**src/rtl/sram_pkg.sv**
```systemverilog
// SRAM layout defaults: per-object base word address and pixel size loaded into the table at reset.
package sram_pkg;

  localparam int ADDR_W_DEF   = 20;
  localparam int PPW_LOG2_DEF = 2;
  localparam int MAX_OBJ      = 16;

  // Object 0 is the 640x480 map (76800 words at 4 px/word); the rest get 2048-word slots after it.
  localparam logic [31:0] OBJ_BASE_DEFAULT [MAX_OBJ] = '{
    32'h00000, 32'h13000, 32'h13800, 32'h14000,
    32'h14800, 32'h15000, 32'h15800, 32'h16000,
    32'h16800, 32'h17000, 32'h17800, 32'h18000,
    32'h18800, 32'h19000, 32'h19800, 32'h1A000
  };

  localparam logic [31:0] OBJ_SIZE_DEFAULT [MAX_OBJ] = '{
    32'd307200, 32'd8192, 32'd8192, 32'd8192,
    32'd8192,   32'd8192, 32'd8192, 32'd8192,
    32'd8192,   32'd8192, 32'd8192, 32'd8192,
    32'd8192,   32'd8192, 32'd8192, 32'd8192
  };

  function automatic int sub_w(input int ppw_log2);
    return (ppw_log2 > 0) ? ppw_log2 : 1;
  endfunction

endpackage

```
**src/rtl/sram_obj_table.sv**
```systemverilog
// Per-object base/size register file: one write port, one registered lookup port.
// Lookup of an id outside the table returns base 0, size 0 and hit 0.
module sram_obj_table
  import sram_pkg::*;
#(
  parameter int NUM_OBJ   = 16,
  parameter int OBJ_ID_W  = 4,
  parameter int ADDR_W    = 20,
  parameter int PIX_IDX_W = 19
) (
  input  logic                 i_clk,
  input  logic                 i_rst,
  input  logic                 i_we,
  input  logic [OBJ_ID_W-1:0]  i_wr_id,
  input  logic [ADDR_W-1:0]    i_wr_base,
  input  logic [PIX_IDX_W-1:0] i_wr_size,
  input  logic                 i_rd_en,
  input  logic [OBJ_ID_W-1:0]  i_rd_id,
  output logic [ADDR_W-1:0]    o_rd_base,
  output logic [PIX_IDX_W-1:0] o_rd_size,
  output logic                 o_rd_hit
);

  logic [ADDR_W-1:0]    r_base [NUM_OBJ];
  logic [PIX_IDX_W-1:0] r_size [NUM_OBJ];
  logic [NUM_OBJ-1:0]   w_wr_sel;
  logic [ADDR_W-1:0]    w_rd_base;
  logic [PIX_IDX_W-1:0] w_rd_size;
  logic                 w_rd_hit;
  logic [ADDR_W-1:0]    r_rd_base;
  logic [PIX_IDX_W-1:0] r_rd_size;
  logic                 r_rd_hit;

  generate
    for (genvar gi = 0; gi < NUM_OBJ; gi++) begin : g_wr_sel
      assign w_wr_sel[gi] = i_we && (i_wr_id == OBJ_ID_W'(gi));
    end
  endgenerate

  always_ff @(posedge i_clk or posedge i_rst) begin
    if (i_rst) begin
      for (int k = 0; k < NUM_OBJ; k++) begin
        r_base[k] <= OBJ_BASE_DEFAULT[k][ADDR_W-1:0];
        r_size[k] <= OBJ_SIZE_DEFAULT[k][PIX_IDX_W-1:0];
      end
    end else begin
      for (int k = 0; k < NUM_OBJ; k++) begin
        if (w_wr_sel[k]) begin
          r_base[k] <= i_wr_base;
          r_size[k] <= i_wr_size;
        end
      end
    end
  end

  always_comb begin
    w_rd_base = '0;
    w_rd_size = '0;
    w_rd_hit  = 1'b0;
    for (int k = 0; k < NUM_OBJ; k++) begin
      if (i_rd_id == OBJ_ID_W'(k)) begin
        w_rd_base = r_base[k];
        w_rd_size = r_size[k];
        w_rd_hit  = 1'b1;
      end
    end
  end

  // Read samples the array before this edge's write lands, so a same-cycle write is not seen.
  always_ff @(posedge i_clk or posedge i_rst) begin
    if (i_rst) begin
      r_rd_base <= '0;
      r_rd_size <= '0;
      r_rd_hit  <= 1'b0;
    end else if (i_rd_en) begin
      r_rd_base <= w_rd_base;
      r_rd_size <= w_rd_size;
      r_rd_hit  <= w_rd_hit;
    end
  end

  assign o_rd_base = r_rd_base;
  assign o_rd_size = r_rd_size;
  assign o_rd_hit  = r_rd_hit;

endmodule

```
**src/rtl/sram_addr_gen.sv**
```systemverilog
// Pipelined (object id, pixel index) -> packed-pixel SRAM word address and lane, with bounds
// checking, valid/ready flow control and a saturating out-of-bounds counter.
module sram_addr_gen
  import sram_pkg::*;
#(
  parameter int NUM_OBJ   = 16,
  parameter int OBJ_ID_W  = 4,
  parameter int PIX_IDX_W = 19,
  parameter int ADDR_W    = ADDR_W_DEF,
  parameter int PPW_LOG2  = PPW_LOG2_DEF,
  parameter int CNT_W     = 16
) (
  input  logic                       i_clk,
  input  logic                       i_rst,
  input  logic                       i_cfg_we,
  input  logic [OBJ_ID_W-1:0]        i_cfg_id,
  input  logic [ADDR_W-1:0]          i_cfg_base,
  input  logic [PIX_IDX_W-1:0]       i_cfg_size,
  input  logic                       i_req_valid,
  output logic                       o_req_ready,
  input  logic [OBJ_ID_W-1:0]        i_object_id,
  input  logic [PIX_IDX_W-1:0]       i_pixel_index,
  output logic                       o_rsp_valid,
  input  logic                       i_rsp_ready,
  output logic [ADDR_W-1:0]          o_sram_addr,
  output logic [sub_w(PPW_LOG2)-1:0] o_sub_sel,
  output logic [OBJ_ID_W-1:0]        o_object_id,
  output logic                       o_oob,
  input  logic                       i_oob_clr,
  output logic [CNT_W-1:0]           o_oob_count
);

  localparam int SUB_W = sub_w(PPW_LOG2);

  logic                 w_accept, w_s1_load, w_out_load;
  logic [ADDR_W-1:0]    w_lk_base;
  logic [PIX_IDX_W-1:0] w_lk_size;
  logic                 w_lk_hit, w_oob, w_oob_evt;
  logic [ADDR_W-1:0]    w_off;
  logic [SUB_W-1:0]     w_sub;

  logic                 r_lk_valid, r_lk_new;
  logic [OBJ_ID_W-1:0]  r_lk_id;
  logic [PIX_IDX_W-1:0] r_lk_pix;
  logic                 r_s1_valid, r_s1_oob;
  logic [ADDR_W-1:0]    r_s1_base, r_s1_off;
  logic [SUB_W-1:0]     r_s1_sub;
  logic [OBJ_ID_W-1:0]  r_s1_id;
  logic                 r_out_valid, r_out_oob;
  logic [ADDR_W-1:0]    r_out_addr;
  logic [SUB_W-1:0]     r_out_sub;
  logic [OBJ_ID_W-1:0]  r_out_id;
  logic                 r_clr_d;
  logic [CNT_W-1:0]     r_cnt;

  assign w_out_load  = r_s1_valid && (!r_out_valid || i_rsp_ready);
  assign w_s1_load   = r_lk_valid && (!r_s1_valid || w_out_load);
  assign o_req_ready = !r_lk_valid || w_s1_load;
  assign w_accept    = i_req_valid && o_req_ready;

  sram_obj_table #(
    .NUM_OBJ   (NUM_OBJ),
    .OBJ_ID_W  (OBJ_ID_W),
    .ADDR_W    (ADDR_W),
    .PIX_IDX_W (PIX_IDX_W)
  ) u_table (
    .i_clk     (i_clk),
    .i_rst     (i_rst),
    .i_we      (i_cfg_we),
    .i_wr_id   (i_cfg_id),
    .i_wr_base (i_cfg_base),
    .i_wr_size (i_cfg_size),
    .i_rd_en   (w_accept),
    .i_rd_id   (i_object_id),
    .o_rd_base (w_lk_base),
    .o_rd_size (w_lk_size),
    .o_rd_hit  (w_lk_hit)
  );

  assign w_oob = !w_lk_hit || (r_lk_pix >= w_lk_size);
  assign w_off = ADDR_W'(r_lk_pix >> PPW_LOG2);

  generate
    if (PPW_LOG2 > 0) begin : g_lane
      assign w_sub = r_lk_pix[SUB_W-1:0];
    end else begin : g_no_lane
      assign w_sub = '0;
    end
  endgenerate

  always_ff @(posedge i_clk or posedge i_rst) begin
    if (i_rst) begin
      r_lk_valid <= 1'b0;
      r_lk_new   <= 1'b0;
      r_lk_id    <= '0;
      r_lk_pix   <= '0;
    end else begin
      r_lk_new <= w_accept;
      if (w_accept) begin
        r_lk_valid <= 1'b1;
        r_lk_id    <= i_object_id;
        r_lk_pix   <= i_pixel_index;
      end else if (w_s1_load) begin
        r_lk_valid <= 1'b0;
      end
    end
  end

  // An out-of-bounds entry carries zero offset and lane so the final add yields the bare base.
  always_ff @(posedge i_clk or posedge i_rst) begin
    if (i_rst) begin
      r_s1_valid <= 1'b0;
      r_s1_oob   <= 1'b0;
      r_s1_base  <= '0;
      r_s1_off   <= '0;
      r_s1_sub   <= '0;
      r_s1_id    <= '0;
    end else if (w_s1_load) begin
      r_s1_valid <= 1'b1;
      r_s1_oob   <= w_oob;
      r_s1_base  <= w_lk_base;
      r_s1_off   <= w_oob ? '0 : w_off;
      r_s1_sub   <= w_oob ? '0 : w_sub;
      r_s1_id    <= r_lk_id;
    end else if (w_out_load) begin
      r_s1_valid <= 1'b0;
    end
  end

  always_ff @(posedge i_clk or posedge i_rst) begin
    if (i_rst) begin
      r_out_valid <= 1'b0;
      r_out_oob   <= 1'b0;
      r_out_addr  <= '0;
      r_out_sub   <= '0;
      r_out_id    <= '0;
    end else if (w_out_load) begin
      r_out_valid <= 1'b1;
      r_out_oob   <= r_s1_oob;
      r_out_addr  <= r_s1_base + r_s1_off;
      r_out_sub   <= r_s1_sub;
      r_out_id    <= r_s1_id;
    end else if (o_rsp_valid && i_rsp_ready) begin
      r_out_valid <= 1'b0;
    end
  end

  // OOB is only known one cycle after accept; delaying clr by the same cycle keeps their ordering.
  assign w_oob_evt = r_lk_new && w_oob;

  always_ff @(posedge i_clk or posedge i_rst) begin
    if (i_rst) begin
      r_clr_d <= 1'b0;
      r_cnt   <= '0;
    end else begin
      r_clr_d <= i_oob_clr;
      if (r_clr_d) begin
        r_cnt <= w_oob_evt ? CNT_W'(1) : '0;
      end else if (w_oob_evt && (r_cnt != '1)) begin
        r_cnt <= r_cnt + CNT_W'(1);
      end
    end
  end

  assign o_rsp_valid = r_out_valid;
  assign o_sram_addr = r_out_addr;
  assign o_sub_sel   = r_out_sub;
  assign o_object_id = r_out_id;
  assign o_oob       = r_out_oob;
  assign o_oob_count = r_cnt;

endmodule

```
**config.mk**
```make
export PLATFORM = sky130hd
export DESIGN_NAME = sram_addr_gen
export DESIGN_NICKNAME = d
export VERILOG_FILES = /design/src/rtl/sram_pkg.sv /design/src/rtl/sram_obj_table.sv /design/src/rtl/sram_addr_gen.sv
export SDC_FILE = /design/constraint.sdc
export NUM_CORES = 2
export LEC_CHECK = 0
export BUFFER_PORTS_ARGS = -buffer_cell sky130_fd_sc_hd__buf_2
export CORE_ASPECT_RATIO = 0.5
export CORE_MARGIN = 1
export CORE_UTILIZATION = 35
export CTS_CLUSTER_SIZE = 40
export DETAILED_ROUTE_END_ITERATION = 8
export PLACE_DENSITY = 0.52
export SYNTH_ARGS = -nofsm -noshare
export SYNTH_HDL_FRONTEND = slang
export SYNTH_SLANG_ARGS = --single-unit
export TNS_END_PERCENT = 10
```
**constraint.sdc**
```tcl
create_clock -name i_clk -period 28.1 [get_ports i_clk]
set_input_delay 4.215 -clock i_clk [delete_from_list [all_inputs] [get_ports i_clk]]
set_output_delay 4.215 -clock i_clk [all_outputs]
set_load 0.1 [all_outputs]
```
==> results.toml <==
[power]
pwr_cell_area_nw_per_um2 = 84.2
power_mw = 3.34
irDropWorstVdd_mv = 0.0438
leakagePower_nw = 17.2
p_int_mw = 2.32
pwr-share-comb_pct = 21.0
switch_share_pct = 30.6
share_seq_of_total_power_pct = 46.2
total_switching_power_mw = 1.02
p_clk_share_pct = 32.8

[placed_design]
place_area_um2 = 37100
port_buffers = 116
pre_cts_slack_ps = 18890
place_congestion = 0.828
place.detailed.hpwl_um = 65700

[floorplan]
io-pin-count = 117
die_x_um = 450
design.die.area_um2 = 102000
initial_standard_cell_utilization_of_the_core_pct = 35.7
die_outline_height_um = 226
num_rows = 81
floorplan.core_area_um2 = 98600

[routing]
wirelength_um = 108000
ant_nets = 0
vias = 23600
viasPerCell = 5.56
wl_per_cell_um = 25.5
drc_violation_count_after_routing = 0
drtPass1Iterations = 7
drt_iter0_markers = 2212

[clock_tree]
cts.root.buffer_cell = "sky130_fd_sc_hd__clkbuf_16"
cts_max_level = 3
max-clock-path-buffers = 3
cts_repair_resize_count = 0
clk_transition_reported_paths_ps = 60
cts_tree = "built"
tritoncts_num_sinks = 779
post-cts-setup-buffer-count = 0
cts_buffers = 76
worstSkewPairLatency_ps = 660
postCtsHoldBufs = 0

[worst_hold_path]
worstHoldPathCells = 1
worst_hold_path_type = "flop to flop"
hold_path_endpoint = "u_table.o_rd_hit"
min-delay-start = "u_table.o_rd_hit"

[worst_setup_path]
end_kind = "output pin"
required_ps = 23890
biggest_cell_delay_along_the_critical_path_ps = 320
worst_ep_arrival_time_ps = 5000
critical_path_buf_inv_count = 2
regToRegSetupSlack_ps = 24930
crit_path_cell_trace = "buf_2 > nor2b_1 > nand3_1 > buf_2"
timing.critical_path.fanout_max = 4
critical_path.reg2reg.startpoint = "u_table.o_rd_size[12]"
critical_path.most_common_cell = "sky130_fd_sc_hd__buf_2"
timing.critical_path.from_type = "input port"
critPathTopFamily = "buffers and inverters"
worst_reg_to_reg_cells = 8
rr_endpoint = "o_oob_count[9]"
crit_slowest_cell = "sky130_fd_sc_hd__buf_2"
timing.setup.critical_path_class = "input port to output pin"

[sta]
final_hold_viol_count = 0
final.hold.worst_slack_ps = 469
final_min_period_over_clock_period_pct = 32.8
totalNegativeSetupSlack_ps = 0
final.min_clock_period_ps = 9220
report.final.slew_viol_count = 0
fin_worst_skew_ps = 22.1
finalSetupViolations = 0
setup_ws_ps = 18880
rsz0062_at_grt = "no"
tightest_slew_margin_relative_to_the_limit_pct = 20.9
maxClockFrequency_mhz = 108
tightest_slew_ps = 1180

[job]
maxCapViolations = 0

[synth]
synth_ff_type = "sky130_fd_sc_hd__dfrtp_1"
async_reset_ff_share_pct = 100
synth_adder_area_share_pct = 1.37
synth_simple_gate_area_share_pct = 6.81
post_synth_most_frequent_cells = "sky130_fd_sc_hd__dfrtp_1 (710), sky130_fd_sc_hd__mux2_2 (635), sky130_fd_sc_hd__nand2_1 (266)"
yosysWarnings = 0
post_synth_instance_area_um2 = 35200
synth_top_family_by_area = "multiplexers"
yosysMostFrequentCell = "sky130_fd_sc_hd__dfrtp_1"
synthXorXnorAreaFrac_pct = 0.498
post_synth_top_area_cell = "sky130_fd_sc_hd__dfrtp_1"
synth_cell_type_count = 85
post_synth.cell_area_avg_um2 = 12.4
syn_nets = 2944
yosysSeqAreaShare_pct = 55.7
mux_cell_area_share_after_synthesis_pct = 22.3
synth_top_cell_area_share_pct = 50.5
compound_cell_area_share_of_the_yosys_netlist_pct = 10.3
ys_seq_elements = 779
synth_area_leaders = "sky130_fd_sc_hd__dfrtp_1 (51%), sky130_fd_sc_hd__mux2_2 (20%), sky130_fd_sc_hd__dfstp_2 (5.2%)"
synth_enable_flop_cells = 0
post_synth_inst_count = 2834

[global_route]
grt_max_degree = 118
grt_pass1_wl_um = 162000
groute.usage.overall_pct = 21.3
number_of_antenna_violations_at_the_first_check_in_global_routing = 6
grt_pass1_vias = 23600
globalRouteOverflowTotal = 0

[status]
run_status = "finished clean"

[layout]
antennaDiodeCount = 0
post_route_cells_drive_above_1_share_pct = 35.9
syn2layout_area_growth_pct = 12.8
final_net_count = 2973
final_area_um2 = 39700
metal layers:
metal	global-route usage [%]	vias up	routed length, um
li1	-	10400	-
met1	30.4	12600	50700
met2	34.1	566	49900
met3	3.11	142	5400
met4	5.39	4	2360
met5	0	-	29
worst max path at each step:
stage,start,to,cells past startpoint
floorplan,i_rst,o_object_id[0],1
global placement,i_rsp_ready,o_req_ready,4
detailed placement,i_rsp_ready,o_req_ready,4
CTS,i_rsp_ready,o_req_ready,4
global route,i_rsp_ready,o_req_ready,4
finish,i_rsp_ready,o_req_ready,4
power by group through the flow:
stage          clock, mW  combinational, mW  sequential (mW)
6_report            1.10              0.703             1.54
5_1_grt             1.16              0.763             1.58
4_1_cts             1.12              0.709             1.54
3_5_place_dp           0              0.707             1.56
3_3_place_gp           0              0.693             1.55
2_1_floorplan          0              0.425             1.65
area by class of cell:
cell class	count	area [um2]
flip-flops and latches	779	19600
repair buffers	170	991
well taps	1328	1660
clock inverters	26	395
fillers	9305	58900
clock buffers	113	2230
inverters	35	139
multi-input cells	1801	14700
state kept, by name (all words and copies together), names as in the netlist, 4 cells and up:
name / count
u_table.o_rd_base: 20
u_table.r_size: 304
o_sram_addr: 20
r_lk_pix: 19
o_oob_count: 16
r_s1_id: 4
r_s1_off: 17
u_table.o_rd_size: 19
r_s1_base: 20
u_table.r_base: 320
r_lk_id: 4
o_object_id: 4
stage by stage:
| step | util [%] | instances |
|---|---|---|
| finish | 40.3 | 4252 |
| global route | 40.3 | 4252 |
| CTS | 40.3 | 4252 |
| detailed placement | 37.6 | 4113 |
| global placement | 37.6 | 4113 |
| floorplan | - | 2834 |
kinds of logic (layout without fill, tap and decap cells):
logic type / count (synthesis) / count (layout)
and+or+nand+nor: 533 / 533
adders and majority gates: 38 / 38
xor gates and xnor gates: 20 / 20
buffers and inverters: 254 / 344
muxes: 698 / 698
AOI/OAI and AO/OA: 512 / 512
DFF: 779 / 779
placed cells by master (no fill, tap or decap), types with 33 or more instances in the layout:
master / synthesis / layout
sky130_fd_sc_hd__dfstp_2: 69 / 69
sky130_fd_sc_hd__a22o_1: 33 / 33
sky130_fd_sc_hd__buf_4: 9 / 56
sky130_fd_sc_hd__nor2_1: 119 / 103
sky130_fd_sc_hd__ha_1: 37 / 37
sky130_fd_sc_hd__mux2_2: 635 / 635
sky130_fd_sc_hd__buf_2: 48 / 114
sky130_fd_sc_hd__o21ai_0: 67 / 67
sky130_fd_sc_hd__nand2_1: 266 / 264
sky130_fd_sc_hd__a21oi_1: 102 / 102
sky130_fd_sc_hd__a22oi_1: 47 / 47
sky130_fd_sc_hd__clkbuf_16: 0 / 80
sky130_fd_sc_hd__a222oi_1: 52 / 52
sky130_fd_sc_hd__dfrtp_1: 710 / 710
Power figures use the tool's default switching activity.
